### src/rtl/key_debounce.sv
// key_debounce: synchronise, debounce and edge-detect one active-low pushbutton.
// Define KEY_AUTO_REPEAT_EN to add hold-to-repeat o_press pulses.
module key_debounce #(
  parameter int DEBOUNCE_CYCLES = 10000,
  parameter int CNT_W           = 24,
  parameter int REPEAT_DELAY    = 500000,
  parameter int REPEAT_PERIOD   = 100000
) (
  input  logic i_clk,
  input  logic i_rst,
  input  logic i_key,
  output logic o_level,
  output logic o_press,
  output logic o_release
);
  typedef enum logic [1:0] {IDLE, PRESS_WAIT, PRESSED, RELEASE_WAIT} state_t;
  localparam logic [CNT_W-1:0] DB_LAST = CNT_W'(DEBOUNCE_CYCLES - 1);
  logic [1:0] sync_q;
  logic key_s;
  state_t state_q, state_d;
  logic [CNT_W-1:0] cnt_q, cnt_d;
  logic level_q, level_d;
  logic press_q, press_d;
  logic release_q, release_d;
  logic rpt_hit;
  // Synchroniser resets to released so a key held through reset is seen as a fresh press
  assign key_s = ~sync_q[1];
  always_ff @(posedge i_clk or negedge i_rst) begin
    if (!i_rst) begin
      sync_q    <= 2'b11;
      state_q   <= IDLE;
      cnt_q     <= '0;
      level_q   <= 1'b0;
      press_q   <= 1'b0;
      release_q <= 1'b0;
    end else begin
      sync_q    <= {sync_q[0], i_key};
      state_q   <= state_d;
      cnt_q     <= cnt_d;
      level_q   <= level_d;
      press_q   <= press_d;
      release_q <= release_d;
    end
  end
  // A bounce takes priority over the counter reaching its final value
  always_comb begin
    state_d   = state_q;
    cnt_d     = cnt_q;
    level_d   = level_q;
    press_d   = 1'b0;
    release_d = 1'b0;
    case (state_q)
      IDLE: begin
        if (key_s) begin
          state_d = PRESS_WAIT;
          cnt_d   = '0;
        end
      end
      PRESS_WAIT: begin
        if (!key_s) state_d = IDLE;
        else if (cnt_q == DB_LAST) begin
          state_d = PRESSED;
          press_d = 1'b1;
          level_d = 1'b1;
        end else cnt_d = cnt_q + 1'b1;
      end
      PRESSED: begin
        if (!key_s) begin
          state_d = RELEASE_WAIT;
          cnt_d   = '0;
        end else press_d = rpt_hit;
      end
      RELEASE_WAIT: begin
        if (key_s) state_d = PRESSED;
        else if (cnt_q == DB_LAST) begin
          state_d   = IDLE;
          release_d = 1'b1;
          level_d   = 1'b0;
        end else cnt_d = cnt_q + 1'b1;
      end
      default: state_d = IDLE;
    endcase
  end
`ifdef KEY_AUTO_REPEAT_EN
  localparam logic [CNT_W-1:0] RD_LAST = CNT_W'(REPEAT_DELAY - 1);
  localparam logic [CNT_W-1:0] RP_LAST = CNT_W'(REPEAT_PERIOD - 1);
  logic [CNT_W-1:0] rpt_cnt_q, rpt_cnt_d;
  logic rpt_armed_q, rpt_armed_d;
  assign rpt_hit = (state_q == PRESSED) && key_s && (rpt_cnt_q == (rpt_armed_q ? RP_LAST : RD_LAST));
  always_ff @(posedge i_clk or negedge i_rst) begin
    if (!i_rst) begin
      rpt_cnt_q   <= '0;
      rpt_armed_q <= 1'b0;
    end else begin
      rpt_cnt_q   <= rpt_cnt_d;
      rpt_armed_q <= rpt_armed_d;
    end
  end
  // Held-time freezes across a release bounce and clears once the key is back to idle
  always_comb begin
    rpt_cnt_d   = rpt_cnt_q;
    rpt_armed_d = rpt_armed_q;
    if (state_q == IDLE || state_q == PRESS_WAIT) begin
      rpt_cnt_d   = '0;
      rpt_armed_d = 1'b0;
    end else if (state_q == PRESSED && key_s) begin
      rpt_cnt_d   = rpt_hit ? '0 : rpt_cnt_q + 1'b1;
      rpt_armed_d = rpt_armed_q | rpt_hit;
    end
  end
`else
  assign rpt_hit = 1'b0;
`endif
  assign o_level   = level_q;
  assign o_press   = press_q;
  assign o_release = release_q;
endmodule
### config.mk
export PLATFORM = sky130hd
export DESIGN_NAME = key_debounce
export DESIGN_NICKNAME = d
export VERILOG_FILES = /design/src/rtl/key_debounce.sv
export SDC_FILE = /design/constraint.sdc
export NUM_CORES = 1
export LEC_CHECK = 0
export BUFFER_PORTS_ARGS = -buffer_cell sky130_fd_sc_hd__buf_2
export CAP_MARGIN = 20
export CORE_UTILIZATION = 43
export DETAILED_ROUTE_END_ITERATION = 10
export SYNTH_ARGS = -nofsm -noshare
export SYNTH_HDL_FRONTEND = slang
export SYNTH_SLANG_ARGS = --single-unit
### constraint.sdc
create_clock -name i_clk -period 2.2 [get_ports i_clk]
set_clock_uncertainty 0.1 [all_clocks]
set_input_delay 0.66 -clock i_clk [delete_from_list [all_inputs] [get_ports i_clk]]
set_output_delay 0.66 -clock i_clk [all_outputs]
set_load 0.005 [all_outputs]
# Word level (Yosys, flattened, before mapping)
# Index checks and enable logic that the tools add are counted.
dict set report word_totals {
  out_inout_bits 3
  ff_bits 31
  in_bits 3
}
dict set report classes {
  n_reduce_logical 5
  n_eq_ne 12
  addsub 1
  mux 23
}
# op count
set op_table {}
lappend op_table {{24-bit two-way mux} 5}
lappend op_table {{24-bit case mux with 4 select lines} 1}
lappend op_table {{24-bit by 1-bit adder with 24-bit output, second input constant} 1}
lappend op_table {{24-bit by 14-bit == test with 1-bit output, second input constant} 1}
lappend op_table {{2-bit two-way mux} 6}
lappend op_table {{2-bit != test, second input constant} 6}
lappend op_table {{1-bit two-way mux} 9}
lappend op_table {{2-bit case mux with 4 select lines} 1}
lappend op_table {{4-bit AND reduction} 2}
lappend op_table {{3-bit != test, second input constant} 2}
lappend op_table {{5-bit AND reduction} 1}
lappend op_table {{2-bit == test, second input constant} 2}
lappend op_table {{2-bit by 1-bit == test with 1-bit output, second input constant} 1}
lappend op_table {{2-bit logical NOT} 1}
lappend op_table {{1-bit case mux with 2 select lines} 1}
lappend op_table {{2-bit nonzero test} 1}

# Longest topological paths before layout
dict set report logic_depth {
  depth_word 4
  ltp_mapped 8
  ltp_nobuf 6
}

# Worst setup path before layout
# Ideal clock, no wire load.
dict set report synth_timing {
  path_type {flip-flop to flip-flop}
  from {register cnt_q[0]}
  to {register cnt_q[5]}
  synth_period_minus_slack_ns 2.001
  slack_ns 0.199
  t_arrival_ns 1.832
  path_stages_with_launch 8
  required_time_ns 2.031
  path_buffers 1
  cell_sequence {dfrtp_1 -> ha_1 -> and3_1 -> nand4_1 -> o31ai_4 -> buf_4 -> or4_1 -> nand3_1}
}
dict set report synth_between {
  elab_chain_cells 4
}
# element line_no
set synth_rtl {}
lappend synth_rtl {{start: declaration} 21} ;# logic [CNT_W-1:0] cnt_q, cnt_d;
lappend synth_rtl {{start signal: assignment} 39} ;# cnt_q <= cnt_d;
lappend synth_rtl {{24-bit by 1-bit adder with 24-bit output / 24-bit by 14-bit == test with 1-bit output (equally long branches)} --}
lappend synth_rtl {{24-bit two-way mux (*)} {61, 75}}
lappend synth_rtl {{24-bit two-way mux (on tied branches)} {74, 60}}
lappend synth_rtl {{24-bit case mux with 4 select lines (*)} 52} ;# case (state_q)
# Mark *: on every way between the ends. The rest lies on a longest branch, timed or not. The select of a mux whose other input is x is not followed.
# A chain may end at the register's enable or synchronous reset.

# Final worst setup path
dict set report layout_timing {
  from {register cnt_q[20]}
  to {register cnt_q[13]}
}
dict set report layout_between {
  elab_chain_cells 4
}
# element line_no
set layout_rtl {}
lappend layout_rtl {{24-bit by 14-bit == test with 1-bit output (*)} {61, 75}}
lappend layout_rtl {{24-bit two-way mux (*)} --}
lappend layout_rtl {{24-bit two-way mux (on tied branches)} --}
lappend layout_rtl {{24-bit case mux with 4 select lines (*)} --}
# Marked as above.

==> summary.txt <==
Clocking
  – Hold bufs inserted after CTS: 0
  – CTS H-tree depth: 2
  – Reg clk slew, reported paths: 0.06 ns
  – Clock tree root driver cell: sky130_fd_sc_hd__clkbuf_8
  – Sink Count: 31
  – CTS max path bufs: 2
  – Insertion delay of the later-clocked pin in the worst-skew pair: 0.29 ns
  – CTS tree: done
  – Setup repair bufs after CTS: 0
  – Number of buffers created by CTS: 5

Pwr
  – Design internal power: 912.8 µW
  – Net Sw Power: 295.3 µW
  – Clock share of power: 41.3%
  – Switching power as a share of total power: 24.45%
  – Logic gate share of total power: 8.0%
  – Power density of the placed cells: 593.9 mW/mm²
  – Largest vdd supply drop: 0.4842 mV
  – Lkg Pwr: 0.0008838 µW
  – Seq pwr share: 50.7%

Timing
  – Setup TNS: 0 ns
  – Relative slew slack: 54.32%
  – Total setup violations reported at the end of the flow: 0
  – Count of final max-slew check failures: 0
  – Min cycle time layout: 2.067 ns
  – Maximum operating frequency: 0.4837 GHz
  – Portion of the clock cycle consumed by the worst path in the final layout: 93.98%
  – Actual slew at the worst max-slew pin: 0.6852 ns
  – Setup repair after global routing missed its margin: false
  – Final count of hold timing violations: 0

Route
  – Starting DRC count in detailed routing: 77
  – Final Routed Wirelength: 4191 µm
  – Vias: 1618
  – Routed wl met2: 2042 µm
  – Sum of routed wire segments on met1: 1880 µm
  – Remaining routing DRC violations: 0
  – First-pass iteration count of the detailed router: 4
  – Number of nets with antenna violations after detailed routing: 0
  – WL met3: 174 µm
  – Detail-routed net length per standard cell: 15.88 µm
  – Uppermost signal routing layer after detailed routing: met4
  – Vias/cell: 6.129

Place
  – Placed inst area: 0.001928 mm²
  – Buffers added on ports: 5
  – DPL Wire Length: 2904 µm
  – Routability congestion estimate from global placement: 0.8100

Critical path
  – WS Path Type: reg2reg
  – Worst EP arrival: 2.11 ns
  – Worst-case register-to-register setup slack: 0.13 ns
  – Peak per-stage delay on the critical path: 0.43 ns
  – Buffers & Inverters on Critical Path: 2
  – Capturing element type of the critical path: register
  – Data required time at the worst endpoint: 2.24 ns
  – Crit start category: register
  – Crit path max-delay cell type: sky130_fd_sc_hd__dfrtp_1
  – Category of cells accounting for the largest share of critical-path delay: simple AND/OR/NAND/NOR gates
  – CP Max Fanout: 15
  – Cell Chain, Critical Path: nor4_2 > nand4_1 > o31ai_4 > buf_12 > buf_4 > o311ai_0

Floorplanning
  – Effective utilization at floorplan: 44.74%
  – Floorplan die area: 0.004393 mm²
  – Top-Level Pins: 6
  – FP Rows: 23
  – Die span in y: 66.28 µm
  – Die width: 66.28 µm
  – Core region area: 0.003971 mm²

Synth
  – Library cell with the highest instance count after synthesis: sky130_fd_sc_hd__dfrtp_1
  – Top cells by area, synth: sky130_fd_sc_hd__dfrtp_1 (41%), sky130_fd_sc_hd__nand3_1 (7.3%), sky130_fd_sc_hd__nand2_1 (5.9%)
  – Cell types with the highest counts after synthesis: sky130_fd_sc_hd__dfrtp_1 (29), sky130_fd_sc_hd__nand2_1 (28), sky130_fd_sc_hd__nand3_1 (26)
  – Top-area cell type share of the netlist area: 40.85%
  – Sequential element share of the synthesized area: 43.80%
  – Yosys reg bits: 31
  – Most instantiated flip-flop cell in the synthesis netlist: sky130_fd_sc_hd__dfrtp_1
  – Cells after synthesis: 198
  – Total nets after synthesis: 202
  – Post-synthesis cell type with the largest combined area: sky130_fd_sc_hd__dfrtp_1
  – Unique masters post-synth: 39
  – Number of warning messages in the yosys log: 0
  – Synth Cell Area: 0.001777 mm²
  – Mean instance size in the synthesized netlist: 8.973 µm²
  – Number of enable flip-flop cells after synthesis: 0
  – Async SR Flop Fraction: 100.0%

Cells and area
  – Antenna diode count: 0
  – Final instance area: 0.002034 mm²
  – Register area: 778.2 µm²
  – Fraction of the core area covered by cells at the end of the flow: 51.23%
  – Share of cells above drive strength 1: 18.22%
  – Area added between synthesis and finish: 14.51%
  – Filler cells: 369
  – Multi-input logic area: 894.6 µm²
  – Final net count: 217

Flow run
  – Maxcap violations: 0

Global routing
  – Overall overflow remaining after global route: 0
  – Number of antenna violations at the first check in global routing: 0
  – Vias in the first global route: 1527
  – Maximum number of pins on one net before global-route repair: 32
  – Wire length of the first global-routing pass: 7093 µm
  – GR Util All Layers: 21.77%

Status
  – Status: finished clean

Hold path
  – Min-delay worst type: reg2reg
## registers in the layout, indices dropped and copies added (netlist names), named ones only
name       flops
o_press        1
sync_q         2
o_release      1
state_q        1
o_level        1
cnt_q         24
## kinds of logic after synthesis
family,count (synthesis),synth area share (%)
AO/OA/AOI/OAI,30,12.11
buffers and inverters,21,6.197
AND/OR/NAND/NOR,107,32.82
flip-flops,31,43.80
XOR/XNOR,2,0.9861
adder cells (fa/ha/maj),1,0.7041
multiplexers,6,3.380
## power by group through the flow
stage	sequential, µW	clock (µW)	combinational [µW]
floorplan	614	0	63.9
global route	615	527	108
global placement	621	0	93.8
CTS	613	508	97.3
finish	613	499	96.6
detailed placement	623	0	97.2
## cell usage in the layout (no fill, tap or decap), drive strengths merged, types with 3 or more instances in the layout
master / n
dfrtp: 29
nand2: 28
nand3: 26
buf: 24
nand4: 12
o21ai: 10
nor2: 8
clkbuf: 8
nor4: 8
or4: 7
mux2i: 6
inv: 5
o41ai: 5
and3: 4
nor3: 4
a21oi: 4
nand2b: 3
a31oi: 3
and2: 3
## per-layer routing
| metal | global-route usage [%] | up-vias |
|---|---|---|
| met5 | 0 | - |
| met4 | 8.777 | 0 |
| met3 | 5.172 | 10 |
| met2 | 35.71 | 42 |
| met1 | 27.37 | 801 |
| li1 | - | 765 |
## per-stage QoR
stage          std cells  hold WS [ns]  total power, µW  setup slack, ns
2_1_floorplan        198        0.2452            677.6           0.1994
3_3_place_gp         256        0.2519            715.3           0.1676
3_5_place_dp         256        0.2475            720.4           0.1033
4_1_cts              264        0.2606             1218          0.08790
5_1_grt              264        0.2630             1251          0.01929
6_report             264        0.2601             1208           0.1325
## repair_timing
action	4_1_cts	5_1_grt
setup endpoints to repair	0	2
hold endpoints to repair	0	0
gates resized for setup	0	1
## layout make-up
type	count	share of cell area [%]
tap	50	3.075
multi-input combinational	146	43.97
inverter	5	0.9225
clock buffer	8	4.920
sequential	31	38.25
timing repair buffer	24	8.856
## path summary, 6_finish.rpt
kind,start,end,cells past startpoint
min in group asynchronous,i_rst,cnt_q[10]$_DFFE_PN0P_,1
worst max register to register,cnt_q[20]$_DFFE_PN0P_,cnt_q[13]$_DFFE_PN0P_,6
worst max-delay path,cnt_q[20]$_DFFE_PN0P_,cnt_q[13]$_DFFE_PN0P_,6
worst min-delay path,sync_q[0]$_DFF_PN1_,sync_q[1]$_DFF_PN1_,0
worst min register to register,sync_q[0]$_DFF_PN1_,sync_q[1]$_DFF_PN1_,0
max in group asynchronous,i_rst,cnt_q[4]$_DFFE_PN0P_,1
Power figures use the tool's default switching activity.
